$ cat src/rtl/mem_arbiter.sv
// -----------------------------------------------------------------------------
// mem_arbiter
//
// Shares one byte-wide memory port between two requesters:
//   port 0 = instruction fetch, port 1 = load/store.
// Every access walks IDLE -> ISSUE -> RESPOND -> RELEASE. Address, write data
// and operation are captured at grant, so requester changes after the grant do
// not disturb the access in flight. Ties are resolved round-robin. After reset
// port 0 wins the first tie.
//
// Ports
//   clk, reset                  single clock, synchronous active-high reset
//   reqN_read / reqN_write      level requests, held until reqN_ready
//   reqN_address                requester address           (ADDR_W)
//   reqN_write_value            requester write data        (DATA_W)
//   reqN_read_value             read data, valid with reqN_ready, held until
//                               the same port's next completion
//   reqN_ready                  one-cycle completion pulse
//   mem_read / mem_write        registered strobes to memory
//   mem_address                 registered address to memory
//   mem_write_value             registered write data to memory
//   mem_read_value              memory read data
//   mem_ready                   memory completion level, drops after strobes drop
//   err                         (ARB_TIMEOUT_EN only) one-cycle watchdog pulse
//
// Build option
//   ARB_TIMEOUT_EN : adds the err output and a 4-bit watchdog. If memory stays
//                    silent for TIMEOUT_CYCLES cycles in ISSUE, the access is
//                    completed with read data 0 and err pulsed with reqN_ready.
//                    Without it, ISSUE waits indefinitely.
// -----------------------------------------------------------------------------
module mem_arbiter #(
  parameter int ADDR_W         = 8,
  parameter int DATA_W         = 8,
  parameter int TIMEOUT_CYCLES = 15
) (
  input  logic              clk,
  input  logic              reset,
  input  logic              req0_read,
  input  logic              req0_write,
  input  logic [ADDR_W-1:0] req0_address,
  input  logic [DATA_W-1:0] req0_write_value,
  output logic [DATA_W-1:0] req0_read_value,
  output logic              req0_ready,
  input  logic              req1_read,
  input  logic              req1_write,
  input  logic [ADDR_W-1:0] req1_address,
  input  logic [DATA_W-1:0] req1_write_value,
  output logic [DATA_W-1:0] req1_read_value,
  output logic              req1_ready,
  output logic              mem_read,
  output logic              mem_write,
  output logic [ADDR_W-1:0] mem_address,
  output logic [DATA_W-1:0] mem_write_value,
  input  logic [DATA_W-1:0] mem_read_value,
  input  logic              mem_ready
`ifdef ARB_TIMEOUT_EN
  ,
  output logic              err
`endif
);

  // The watchdog counter is 4 bits wide, so the limit has to fit in it.
  if (TIMEOUT_CYCLES < 1 || TIMEOUT_CYCLES > 16) begin : g_timeout_range
    $error("mem_arbiter: TIMEOUT_CYCLES must be in 1..16");
  end

  typedef enum logic [1:0] {
    IDLE    = 2'd0,
    ISSUE   = 2'd1,
    RESPOND = 2'd2,
    RELEASE = 2'd3
  } state_t;

  state_t            state_q, state_d;
  logic              last_grant_q, last_grant_d;
  logic              grant_q, grant_d;
  logic              mem_read_q, mem_read_d;
  logic              mem_write_q, mem_write_d;
  logic [ADDR_W-1:0] mem_address_q, mem_address_d;
  logic [DATA_W-1:0] mem_write_value_q, mem_write_value_d;
  logic [DATA_W-1:0] read_value0_q, read_value0_d;
  logic [DATA_W-1:0] read_value1_q, read_value1_d;
  logic              ready0_q, ready0_d;
  logic              ready1_q, ready1_d;
  logic              pend0, pend1;
  logic              pick;

`ifdef ARB_TIMEOUT_EN
  localparam logic [3:0] TMO_LAST = 4'(TIMEOUT_CYCLES - 1);

  logic [3:0] tmo_cnt_q, tmo_cnt_d;
  logic       timed_out_q, timed_out_d;
  logic       err_q, err_d;
`endif

  assign pend0 = req0_read | req0_write;
  assign pend1 = req1_read | req1_write;

  always_comb begin
    state_d           = state_q;
    last_grant_d      = last_grant_q;
    grant_d           = grant_q;
    mem_read_d        = mem_read_q;
    mem_write_d       = mem_write_q;
    mem_address_d     = mem_address_q;
    mem_write_value_d = mem_write_value_q;
    read_value0_d     = read_value0_q;
    read_value1_d     = read_value1_q;
    ready0_d          = 1'b0;
    ready1_d          = 1'b0;
    pick              = 1'b0;
`ifdef ARB_TIMEOUT_EN
    tmo_cnt_d         = tmo_cnt_q;
    timed_out_d       = timed_out_q;
    err_d             = 1'b0;
`endif

    case (state_q)
      IDLE: begin
        // A ready level left over from outside must clear before a new issue,
        // otherwise it would complete the access immediately.
        if ((pend0 || pend1) && !mem_ready) begin
          pick              = (pend0 && pend1) ? ~last_grant_q : pend1;
          grant_d           = pick;
          last_grant_d      = pick;
          mem_address_d     = pick ? req1_address     : req0_address;
          mem_write_value_d = pick ? req1_write_value : req0_write_value;
          // Read wins when a requester raises both.
          mem_read_d        = pick ? req1_read : req0_read;
          mem_write_d       = pick ? (req1_write & ~req1_read)
                                   : (req0_write & ~req0_read);
`ifdef ARB_TIMEOUT_EN
          tmo_cnt_d         = 4'd0;
          timed_out_d       = 1'b0;
`endif
          state_d           = ISSUE;
        end
      end

      ISSUE: begin
        if (mem_ready) begin
          if (grant_q) read_value1_d = mem_read_value;
          else         read_value0_d = mem_read_value;
          mem_read_d  = 1'b0;
          mem_write_d = 1'b0;
          state_d     = RESPOND;
        end
`ifdef ARB_TIMEOUT_EN
        else if (tmo_cnt_q == TMO_LAST) begin
          if (grant_q) read_value1_d = '0;
          else         read_value0_d = '0;
          mem_read_d  = 1'b0;
          mem_write_d = 1'b0;
          timed_out_d = 1'b1;
          state_d     = RESPOND;
        end else begin
          tmo_cnt_d = tmo_cnt_q + 4'd1;
        end
`endif
      end

      RESPOND: begin
        ready0_d = ~grant_q;
        ready1_d = grant_q;
`ifdef ARB_TIMEOUT_EN
        err_d    = timed_out_q;
`endif
        state_d  = RELEASE;
      end

      RELEASE: begin
        if (!mem_ready) state_d = IDLE;
      end

      default: state_d = IDLE;
    endcase
  end

  always_ff @(posedge clk) begin
    if (reset) begin
      state_q           <= IDLE;
      last_grant_q      <= 1'b1;
      grant_q           <= 1'b0;
      mem_read_q        <= 1'b0;
      mem_write_q       <= 1'b0;
      mem_address_q     <= '0;
      mem_write_value_q <= '0;
      read_value0_q     <= '0;
      read_value1_q     <= '0;
      ready0_q          <= 1'b0;
      ready1_q          <= 1'b0;
`ifdef ARB_TIMEOUT_EN
      tmo_cnt_q         <= 4'd0;
      timed_out_q       <= 1'b0;
      err_q             <= 1'b0;
`endif
    end else begin
      state_q           <= state_d;
      last_grant_q      <= last_grant_d;
      grant_q           <= grant_d;
      mem_read_q        <= mem_read_d;
      mem_write_q       <= mem_write_d;
      mem_address_q     <= mem_address_d;
      mem_write_value_q <= mem_write_value_d;
      read_value0_q     <= read_value0_d;
      read_value1_q     <= read_value1_d;
      ready0_q          <= ready0_d;
      ready1_q          <= ready1_d;
`ifdef ARB_TIMEOUT_EN
      tmo_cnt_q         <= tmo_cnt_d;
      timed_out_q       <= timed_out_d;
      err_q             <= err_d;
`endif
    end
  end

  assign mem_read        = mem_read_q;
  assign mem_write       = mem_write_q;
  assign mem_address     = mem_address_q;
  assign mem_write_value = mem_write_value_q;
  assign req0_read_value = read_value0_q;
  assign req1_read_value = read_value1_q;
  assign req0_ready      = ready0_q;
  assign req1_ready      = ready1_q;
`ifdef ARB_TIMEOUT_EN
  assign err             = err_q;
`endif

endmodule

$ cat config.mk
export PLATFORM = sky130hd
export DESIGN_NAME = mem_arbiter
export DESIGN_NICKNAME = d
export VERILOG_FILES = /design/src/rtl/mem_arbiter.sv
export SDC_FILE = /design/constraint.sdc
export NUM_CORES = 1
export LEC_CHECK = 0
export CAP_MARGIN = 15
export CORE_ASPECT_RATIO = 0.5
export CORE_UTILIZATION = 25
export DETAILED_ROUTE_END_ITERATION = 12
export GPL_ROUTABILITY_DRIVEN = 0
export PLACE_DENSITY = 0.64
export SLEW_MARGIN = 5
export SYNTH_ARGS = -nofsm -noshare
export SYNTH_HDL_FRONTEND = slang
export SYNTH_SLANG_ARGS = --single-unit
$ cat constraint.sdc
create_clock -name clk -period 1.57 [get_ports clk]
set_clock_uncertainty 0.15 [all_clocks]
set_input_delay 0.314 -clock clk [delete_from_list [all_inputs] [get_ports clk]]
set_output_delay 0.314 -clock clk [all_outputs]
set_load 0.01 [all_outputs]
==> flow_summary.toml <==
[critical_path]
crit_type = "in -> reg"
start_kind = "input port"
regToRegSetupSlack_ns = 0.03
max_stage_delay_ns = 0.53
critPathCaptureType = "register"
worstSetupPathDepth = 6
worstPathCellList = "clkdlybuf4s15_1 > or4_4 > buf_12 > buf_16 > a21oi_4 > a311oi_2"
worstRegToRegCells = 6
critPathArrivalTime_ns = 1.54
worst-path-max-fanout = 8
critPathBufInv = 3
critical_path.slowest_cell = "or4_4"
cp_data_required_time_ns = 1.57
r2r_start = "state_q[0]"
reg2reg_to = "mem_write_value[0]"
crit_family = "simple AND/OR/NAND/NOR gates"

[yosys]
synth.area.top_cells = "dfxtp_1 (41%), mux2i_1 (9.8%), a311oi_1 (7.7%), nand3_1 (4.6%), o21ai_0 (4.6%)"
synth_edf_count = 0
synthCells = 203
syn_area_mm2 = 0.00194
syn-num-nets = 254
ys_types = 35
synth_warnings = 0
yosys.area.top_type = "dfxtp_1"
synthArstFlopShare_pct = 0
postSynthAreaPerCell_um2 = 9.57
synthFlopType = "dfxtp_1"
ys_seq_area_share_pct = 41.2
synth_top_area_share_pct = 41.2
ys_seq_elements = 40

[worst_hold_path]
hold_depth = 2
hold_end = "mem_read"
min_from = "mem_read"
hp-class = "reg -> reg"

[place]
place_area_mm2 = 0.00306
post-dp-hpwl_um = 4230
port_buffers = 82
dp_cells = 386

[power_and_ir_drop]
ir_drop_mv = 0.478
leakage_nw = 1.51
power_density_mw_per_mm2 = 1320

[layout]
nets = 356
final_common_cell = "clkdlybuf4s50_1"
fillCellCount = 690
instances_no_fill = 401
multi_input_area_mm2 = 0.00115
layout_common_cells = "clkdlybuf4s50_1 (41), dfxtp_1 (38), dlygate4sd2_1 (37), nor2_1 (19), mux2i_1 (19)"
regArea_um2 = 806
drive_above_1_share_pct = 26.6
synthToLayoutAreaGrowth_pct = 75.5
diodes = 0
finalInstanceArea_mm2 = 0.00341
postLayoutCoreUtil_pct = 45.8

[floorplan]
dieArea_mm2 = 0.00815
die_x_um = 127
fp-row-count = 22
ios = 83
core_mm2 = 0.00743
fp.dieH_um = 64.3
start_util_pct = 26.1

[clock_tree]
clock_latency_ns = 0.28
cts_num_sinks = 40
path_clk_slew_ns = 0.06
ctsLongestPathBuffers = 2
cts_tree = "built"
cts_root_buffer = "clkbuf_16"
cts_made_buffers = 5
cts_max_level = 2
hold_buffers = 0

[timing]
final.setup.tns_ns = 0
fin_crit_ns = 1.54
max_slew.worst_pin.slew_ns = 0.370
finalHoldViolCount = 0
setup_violations = 0
fmax_mhz = 648
timing.final.crit_share_pct = 98.3
drv_slew = 0
rsz0062_at_grt = "true"
slew_headroom_pct = 75.2

[status]
outcome = "finished clean"

[route]
vias = 1954
drtIter0Drc = 124
viasPerCell = 4.87
first_pass_iters = 4
wl_per_cell_um = 15.6
drt_wl_total_um = 6240
postRouteAntennaNets = 0
drc = 0

[global_route]
grt-ovfl-total = 0
track_usage_pct = 15.3
grt_pass1_vias = 2008
grt_start_max_net_pins = 29
antenna_found_initial = 0
grt_pass1_wl_um = 10100

[flow_run]
max_cap_viol_count = 0
-- tightest hold or removal path: stages, from the launching register on --
cell and delay (ns):
dfxtp_1 0.31, nand2b_1 0.07, mux2i_1 0.06
-- worst max path at each step --
stage                     startpoint                  to  slack (ns)
after global placement     mem_ready  mem_write_value[1]       -0.46
after detailed placement   mem_ready      mem_address[4]       -0.56
final                      req1_read  mem_write_value[3]        0.03
after CTS                 req1_write          state_q[1]       0.001
after global routing      state_q[0]      mem_address[1]       -0.02
after floorplan           state_q[0]      mem_address[7]       -0.05
-- final cells by class --
| cell class | count | area share, % |
|---|---|---|
| Tap cell | 96 | 3.53 |
| Clock inverter | 1 | 0.147 |
| Multi-Input combinational cell | 141 | 33.9 |
| Clock buffer | 6 | 3.78 |
| Timing Repair Buffer | 113 | 34.5 |
| Inverter | 4 | 0.514 |
| Sequential cell | 40 | 23.7 |
-- per-layer routing --
layer  vias to the layer above  track usage (%)  part of all wire [%]
li1                        952                -                     -
met1                       954             18.7                    44
met2                        42             28.2                    52
met3                         6             2.43                   3.1
met4                         0             3.61                  0.90
met5                         -                0                     0
-- sequential cells by signal, summed over array words and instances (netlist names) --
register / count
grant_q: 1
mem_write_value: 8
mem_write: 1
mem_read: 1
last_grant_q: 1
req1_read_value: 8
state_q: 2
req0_ready: 1
req1_ready: 1
req0_read_value: 8
mem_address: 8
-- timing repair --
item	CTS	global route
endpoints found under the setup margin	58	19
hold endpoints to repair	0	0
cloned	2	1
gates resized for setup	55	23
setup buffers	4	1
pin swaps	6	20
-- report_power, final --
| part | total, W | internal [W] | switching [W] |
|---|---|---|---|
| sequential | 0.00140 | 0.00123 | 0.000165 |
| clock | 0.000951 | 0.000577 | 0.000374 |
| combinational | 0.00214 | 0.00118 | 0.000961 |
| total | 0.00449 | 0.00299 | 0.00150 |
-- cells in the mapped netlist (2+ instances only) --
cell and number:
dfxtp_1 40, mux2i_1 19, nor2_1 19, nand3_1 18, o21ai_0 18, a311oi_1 17, a21oi_2 10, clkbuf_1 9
a21oi_1 7, nand2b_1 6, buf_2 4, buf_6 4, ha_1 4, inv_1 4, and3b_1 2, nand3b_1 2
nor3b_1 2
-- logic make-up after synthesis --
kind of cell | after synthesis | share of synthesized area (%)
buffers and inverters | 22 | 6.25
and+or+nand+nor | 56 | 15.6
adders and majority gates | 4 | 2.58
muxes | 20 | 10.4
AOI/OAI and AO/OA | 61 | 24.0
DFF | 40 | 41.2
-- stage by stage --
stage | power [W] | hold slack, ns | setup WS, ns
after CTS | 0.00431 | 0.344 | 0.00111
after global routing | 0.00474 | 0.364 | -0.0241
after floorplan | 0.00240 | 0.308 | -0.0508
after detailed placement | 0.00326 | 0.336 | -0.556
final | 0.00449 | 0.337 | 0.0271
after global placement | 0.00321 | 0.315 | -0.461
No activity file was read; power rests on OpenSTA's default activity.
